## src/rtl/alu_seq_ctrl.sv

```systemverilog
// alu_seq_ctrl: Moore fetch/execute sequencer that drives the ALU datapath strobes.
// Define ALU_SEQ_MULDIV_EN to enable the MUL (15) / DIV (16) two-result sequence through T6.
module alu_seq_ctrl #(
  parameter int NUM_REGS = 16,
  parameter int OP_W     = 5,
  parameter int DATA_W   = 32
) (
  input  logic                Clock,
  input  logic                Clear,
  input  logic                Start,
  input  logic                Stall,
  input  logic [DATA_W-1:0]   IR,
  output logic                PCout,
  output logic                MARin,
  output logic                IncPC,
  output logic                PCin,
  output logic                Read,
  output logic                MDRin,
  output logic                MDRout,
  output logic                IRin,
  output logic                Yin,
  output logic                ZLowin,
  output logic                ZHighin,
  output logic                ZLowout,
  output logic                ZHighout,
  output logic                LOin,
  output logic                HIin,
  output logic [NUM_REGS-1:0] Rin,
  output logic [NUM_REGS-1:0] Rout,
  output logic [OP_W-1:0]     OP,
  output logic                Busy,
  output logic                Done,
  output logic                Illegal
);

  typedef enum logic [2:0] {IDLE, T0, T1, T2, T3, T4, T5, T6} state_t;

  state_t          state;
  logic [OP_W-1:0] opcode;
  logic [3:0]      ra, rb, rc;
  logic [31:0]     opc_num;
  logic            is_alu3, is_muldiv;
  logic            unused_ir;

  assign opcode    = IR[DATA_W-1 -: OP_W];
  assign ra        = IR[DATA_W-OP_W-1 -: 4];
  assign rb        = IR[DATA_W-OP_W-5 -: 4];
  assign rc        = IR[DATA_W-OP_W-9 -: 4];
  assign unused_ir = ^IR[DATA_W-OP_W-13:0];

  // Zero-extend so that opcode 16 still decodes correctly for any OP_W.
  assign opc_num = 32'(opcode);
  assign is_alu3 = (opc_num <= 32'd14);
`ifdef ALU_SEQ_MULDIV_EN
  assign is_muldiv = (opc_num == 32'd15) || (opc_num == 32'd16);
`else
  assign is_muldiv = 1'b0;
`endif

  // Register fields are 4 bits wide; an index beyond the register file selects nothing.
  function automatic logic [NUM_REGS-1:0] reg_sel(input logic [3:0] idx);
    reg_sel = (32'(idx) < NUM_REGS) ? (NUM_REGS'(1) << idx) : '0;
  endfunction

  always_ff @(posedge Clock or posedge Clear) begin
    if (Clear) begin
      state <= IDLE;
    end else begin
      case (state)
        IDLE:    if (Start) state <= T0;
        T0:      state <= T1;
        T1:      if (!Stall) state <= T2;
        T2:      state <= T3;
        T3:      state <= (is_alu3 || is_muldiv) ? T4 : IDLE;
        T4:      state <= T5;
        T5:      state <= is_muldiv ? T6 : IDLE;
        default: state <= IDLE;
      endcase
    end
  end

  // Outputs depend only on state and the already-loaded IR, so Clear zeroes them at once.
  always_comb begin
    {PCout, MARin, IncPC, PCin, Read, MDRin, MDRout, IRin} = '0;
    {Yin, ZLowin, ZHighin, ZLowout, ZHighout, LOin, HIin}  = '0;
    Rin     = '0;
    Rout    = '0;
    OP      = '0;
    Done    = 1'b0;
    Illegal = 1'b0;
    Busy    = (state != IDLE);
    case (state)
      T0: begin
        PCout = 1'b1;
        MARin = 1'b1;
        IncPC = 1'b1;
      end
      T1: begin
        PCin  = 1'b1;
        Read  = 1'b1;
        MDRin = 1'b1;
      end
      T2: begin
        MDRout = 1'b1;
        IRin   = 1'b1;
      end
      T3: begin
        if (is_alu3) begin
          Rout = reg_sel(rb);
          Yin  = 1'b1;
        end else if (is_muldiv) begin
          Rout = reg_sel(ra);
          Yin  = 1'b1;
        end else begin
          Illegal = 1'b1;
        end
      end
      T4: begin
        OP     = opcode;
        ZLowin = 1'b1;
        if (is_muldiv) begin
          Rout    = reg_sel(rb);
          ZHighin = 1'b1;
        end else begin
          Rout = reg_sel(rc);
        end
      end
      T5: begin
        ZLowout = 1'b1;
        if (is_muldiv) begin
          LOin = 1'b1;
        end else begin
          Rin  = reg_sel(ra);
          Done = 1'b1;
        end
      end
`ifdef ALU_SEQ_MULDIV_EN
      T6: begin
        ZHighout = 1'b1;
        HIin     = 1'b1;
        Done     = 1'b1;
      end
`endif
      default: ;
    endcase
  end

endmodule

```

## config.mk

```make
export PLATFORM = sky130hd
export DESIGN_NAME = alu_seq_ctrl
export DESIGN_NICKNAME = d
export VERILOG_FILES = /design/src/rtl/alu_seq_ctrl.sv
export SDC_FILE = /design/constraint.sdc
export NUM_CORES = 1
export LEC_CHECK = 0
export BUFFER_PORTS_ARGS = -buffer_cell sky130_fd_sc_hd__buf_2
export CAP_MARGIN = 20
export CORE_MARGIN = 1.5
export CORE_UTILIZATION = 31
export CTS_CLUSTER_SIZE = 20
export DETAILED_ROUTE_END_ITERATION = 10
export HOLD_SLACK_MARGIN = 0.02
export MAX_ROUTING_LAYER = met4
export PLACE_DENSITY = 0.82
export SETUP_SLACK_MARGIN = 0.5
export SLEW_MARGIN = 30
export SYNTH_ARGS = -nofsm -noshare
export SYNTH_HDL_FRONTEND = slang
export SYNTH_SLANG_ARGS = --single-unit
export TNS_END_PERCENT = 5
```

## constraint.sdc

```tcl
create_clock -name Clock -period 1.8 [get_ports Clock]
set_input_delay 0 -clock Clock [delete_from_list [all_inputs] [get_ports Clock]]
set_output_delay 0 -clock Clock [all_outputs]
set_load 0.02 [all_outputs]
```

==> flow_summary.yaml <==
critical_path:
  path_max_fanout: 6
  start_kind: "flip-flop"
  r2r-start: "state[1]"
  critPathBufInv: 1
  r2r_cells: 4
  startpoint: "state[0]"
  crit_type: "reg -> out"
  arrival_ns: 1.61
  reg2reg_slack_ns: 0.65
  end_kind: "output port"
  crit_family: "simple AND/OR/NAND/NOR gates"
  cp_slowest_cell: "dfrtp_2"
  timing.rr.end: "state[1]"
  cp_cell_sequence: "and3b_2 > or3b_4 > nor3_4 > buf_6"
  critPathCapture: "Rin[0]"
  slowest_delay_ns: 0.43
  crit_cells: 4
  required_ns: 1.80
clock_tree:
  cts_buffers: 3
  clkTransAtPathRegs_ns: 0.04
  tritoncts: "built"
  root_buffer: "clkbuf_4"
  clkLatencyLatePin_ns: 0.23
  cts.path.max_buffers: 2
  htreeDepth: 1
  cts.sinks: 3
grt:
  grt_first_pass_wirelength_mm: 3.81
  grt_usage_pct: 19.8
  overflow: 0
  antenna_found_initial: 0
  grt_max_degree: 9
  grt_pass1_vias: 932
detailed_routing:
  wl_met1_um: 895
  drt_iter0_markers: 29
  dr.pass1.iters: 4
  routed.top_layer: "met3"
  wl_mm: 2.42
  detail-route-antenna-nets: 0
  wl_met3_um: 277
  dr_wl_met2_mm: 1.24
  vias: 1032
  remaining_drc_errors: 0
  avgViaCountPerCell: 5.11
  wl_per_cell_um: 12.0
synthesis:
  synth-seq-cells: 3
  synth.avg_cell_area_um2: 6.69
  yosysSeqAreaShare_pct: 11.2
  yosys_warnings: 0
  syn_inst: 100
  ys_types: 30
  netlist_area_um2: 669
finish:
  largestRegisters: "state (3)"
  syn_to_final_growth_pct: 66.4
  top_register: "state"
  largest_reg_flops: 3
  seq_area_um2: 78.8
  multi_input_area_um2: 515
  fill_cells: 203
  final_cell_area_mm2: 0.00111
  n_antenna_cell: 0
  drive_above_1_share_pct: 55.4
  fin_util_pct: 55.6
  fin_nets: 212
floorplan:
  initial_utilization_pct: 33.4
  die_width_um: 49.5
  coreArea_mm2: 0.00200
  top_level_ports: 91
  num_rows: 16
  dieArea_mm2: 0.00245
  die_height_um: 49.5
timing:
  hold_violations: 0
  finalCritPeriodShare_pct: 89.2
  hold_ws_ns: 0.0315
  skew_ns: 0.00140
  timing.fmax_ghz: 0.623
  setup_viol: 0
  min_period_ns: 1.61
  drv_slew: 0
  setup_tns_ns: 0
  grt_setup_unrepaired: "yes"
run:
  drv_cap: 0
power_and_ir_drop:
  power.density_mw_per_mm2: 919
  vdd.ir_drop.worst_uv: 731
  cellLeakagePower_nw: 0.622
  p_total_mw: 1.02
outcome:
  status: "finished clean"
placed_design:
  portBuffers: 71
  gp_congestion: 0.756
  dpl-instance-area_um2: 987
  dp_hpwl_mm: 1.87
min_path:
  holdCritPathClass: "in -> reg"
where the power goes:
group	total [mW]	leakage (nW)	internal, mW	switching, mW
registers	0.156	0.0342	0.108	0.0483
clock network	0.117	0.0150	0.0830	0.0342
logic	0.750	0.573	0.315	0.435
total	1.02	0.622	0.506	0.518
cells in the mapped netlist, drive strengths merged:
library cell | instances | area share (%)
o22ai | 16 | 15
conb | 1 | 0.56
or3b | 1 | 1.7
and2 | 6 | 5.6
nor2b | 2 | 1.9
a21o | 1 | 1.1
nor3 | 6 | 5.2
nor3b | 3 | 4.1
inv | 2 | 1.1
nand2b | 6 | 5.6
o21ai | 1 | 0.75
nand4b | 2 | 2.6
or2 | 2 | 1.9
a211oi | 1 | 1.1
a41oi | 1 | 1.3
or3 | 1 | 0.94
and3b | 2 | 2.8
nand4 | 1 | 0.94
nand3b | 4 | 4.5
nor2 | 16 | 9.0
o21bai | 1 | 1.1
buf | 14 | 16
nand3 | 3 | 2.2
dfrtp | 3 | 11
nand2 | 4 | 2.2
metrics by stage:
stage | instances | setup slack (ns)
after global placement | 188 | 0.295
after detailed placement | 188 | 0.256
final | 202 | 0.194
after global routing | 202 | 0.129
after floorplan | 103 | 0.327
after CTS | 201 | 0.178
layer usage:
layer  GRT usage, %  vias up
met2           37.8       72
met5              -        -
met4           9.72        0
met1           19.9      463
met3           2.12        0
li1               -      497
worst min-delay path, cell delays in order:
cell and delay, ns:
buf_2 0.07, nor2_1 0.03, nor2_1 0.07, nor3_1 0.05
layout make-up:
class / count / share of cell area (%)
multi-input cells: 84 / 46.3
repair buffers: 82 / 40.6
flip-flops and latches: 3 / 7.08
well taps: 27 / 3.03
clock buffers: 4 / 2.36
inverters: 2 / 0.674
what timing repair did:
action	in CTS	in global routing
hold buffers	1	0
buffers inserted	8	1
endpoints found under the setup margin	47	49
gates cloned	0	0
gates resized for setup	8	1
pin swaps	3	3
endpoints found under the hold margin	3	0
cells by family after synthesis:
kind of cell           share of synthesized area, %
AND/OR/NAND/NOR                                51.2
other                                         0.560
flip-flops                                     11.2
AO/OA/AOI/OAI                                  20.4
buffers and inverters                          16.6
worst min-delay path by stage:
stage,cells past startpoint,startpoint,end,slack (ns)
4_1_cts,4,Stall,state[0],0.03
2_1_floorplan,1,Clear,state[0],-0.25
6_report,4,Stall,state[0],0.03
3_3_place_gp,2,Clear,state[2],-0.14
5_1_grt,4,Stall,state[0],0.04
3_5_place_dp,2,Clear,state[2],-0.13
cells in the final DEF, fill, tap and decap left out:
cell type,Yosys,routed
nor2b_1,2,2
dlygate4sd3_1,0,1
nand2_1,4,4
and3b_2,1,2
nor3_1,5,5
inv_1,2,2
or3b_4,1,1
clkbuf_4,0,3
a211oi_1,1,1
a21o_1,1,1
dfrtp_2,0,3
buf_6,1,1
and2_1,6,6
buf_4,11,12
buf_2,2,68
nor3_4,0,1
nor2_2,0,3
or2_2,2,2
a41oi_1,1,1
nand4b_1,2,2
nor3b_1,2,2
nand4_1,1,1
o21ai_0,1,1
nand2b_1,6,6
nand3_1,3,3
conb_1,1,4
nor3b_4,0,1
nand3b_1,4,4
clkbuf_1,0,1
nor2_1,16,13
o22ai_1,16,16
or3_1,1,1
o21bai_1,1,1
No activity file was read; power rests on OpenSTA's default activity.
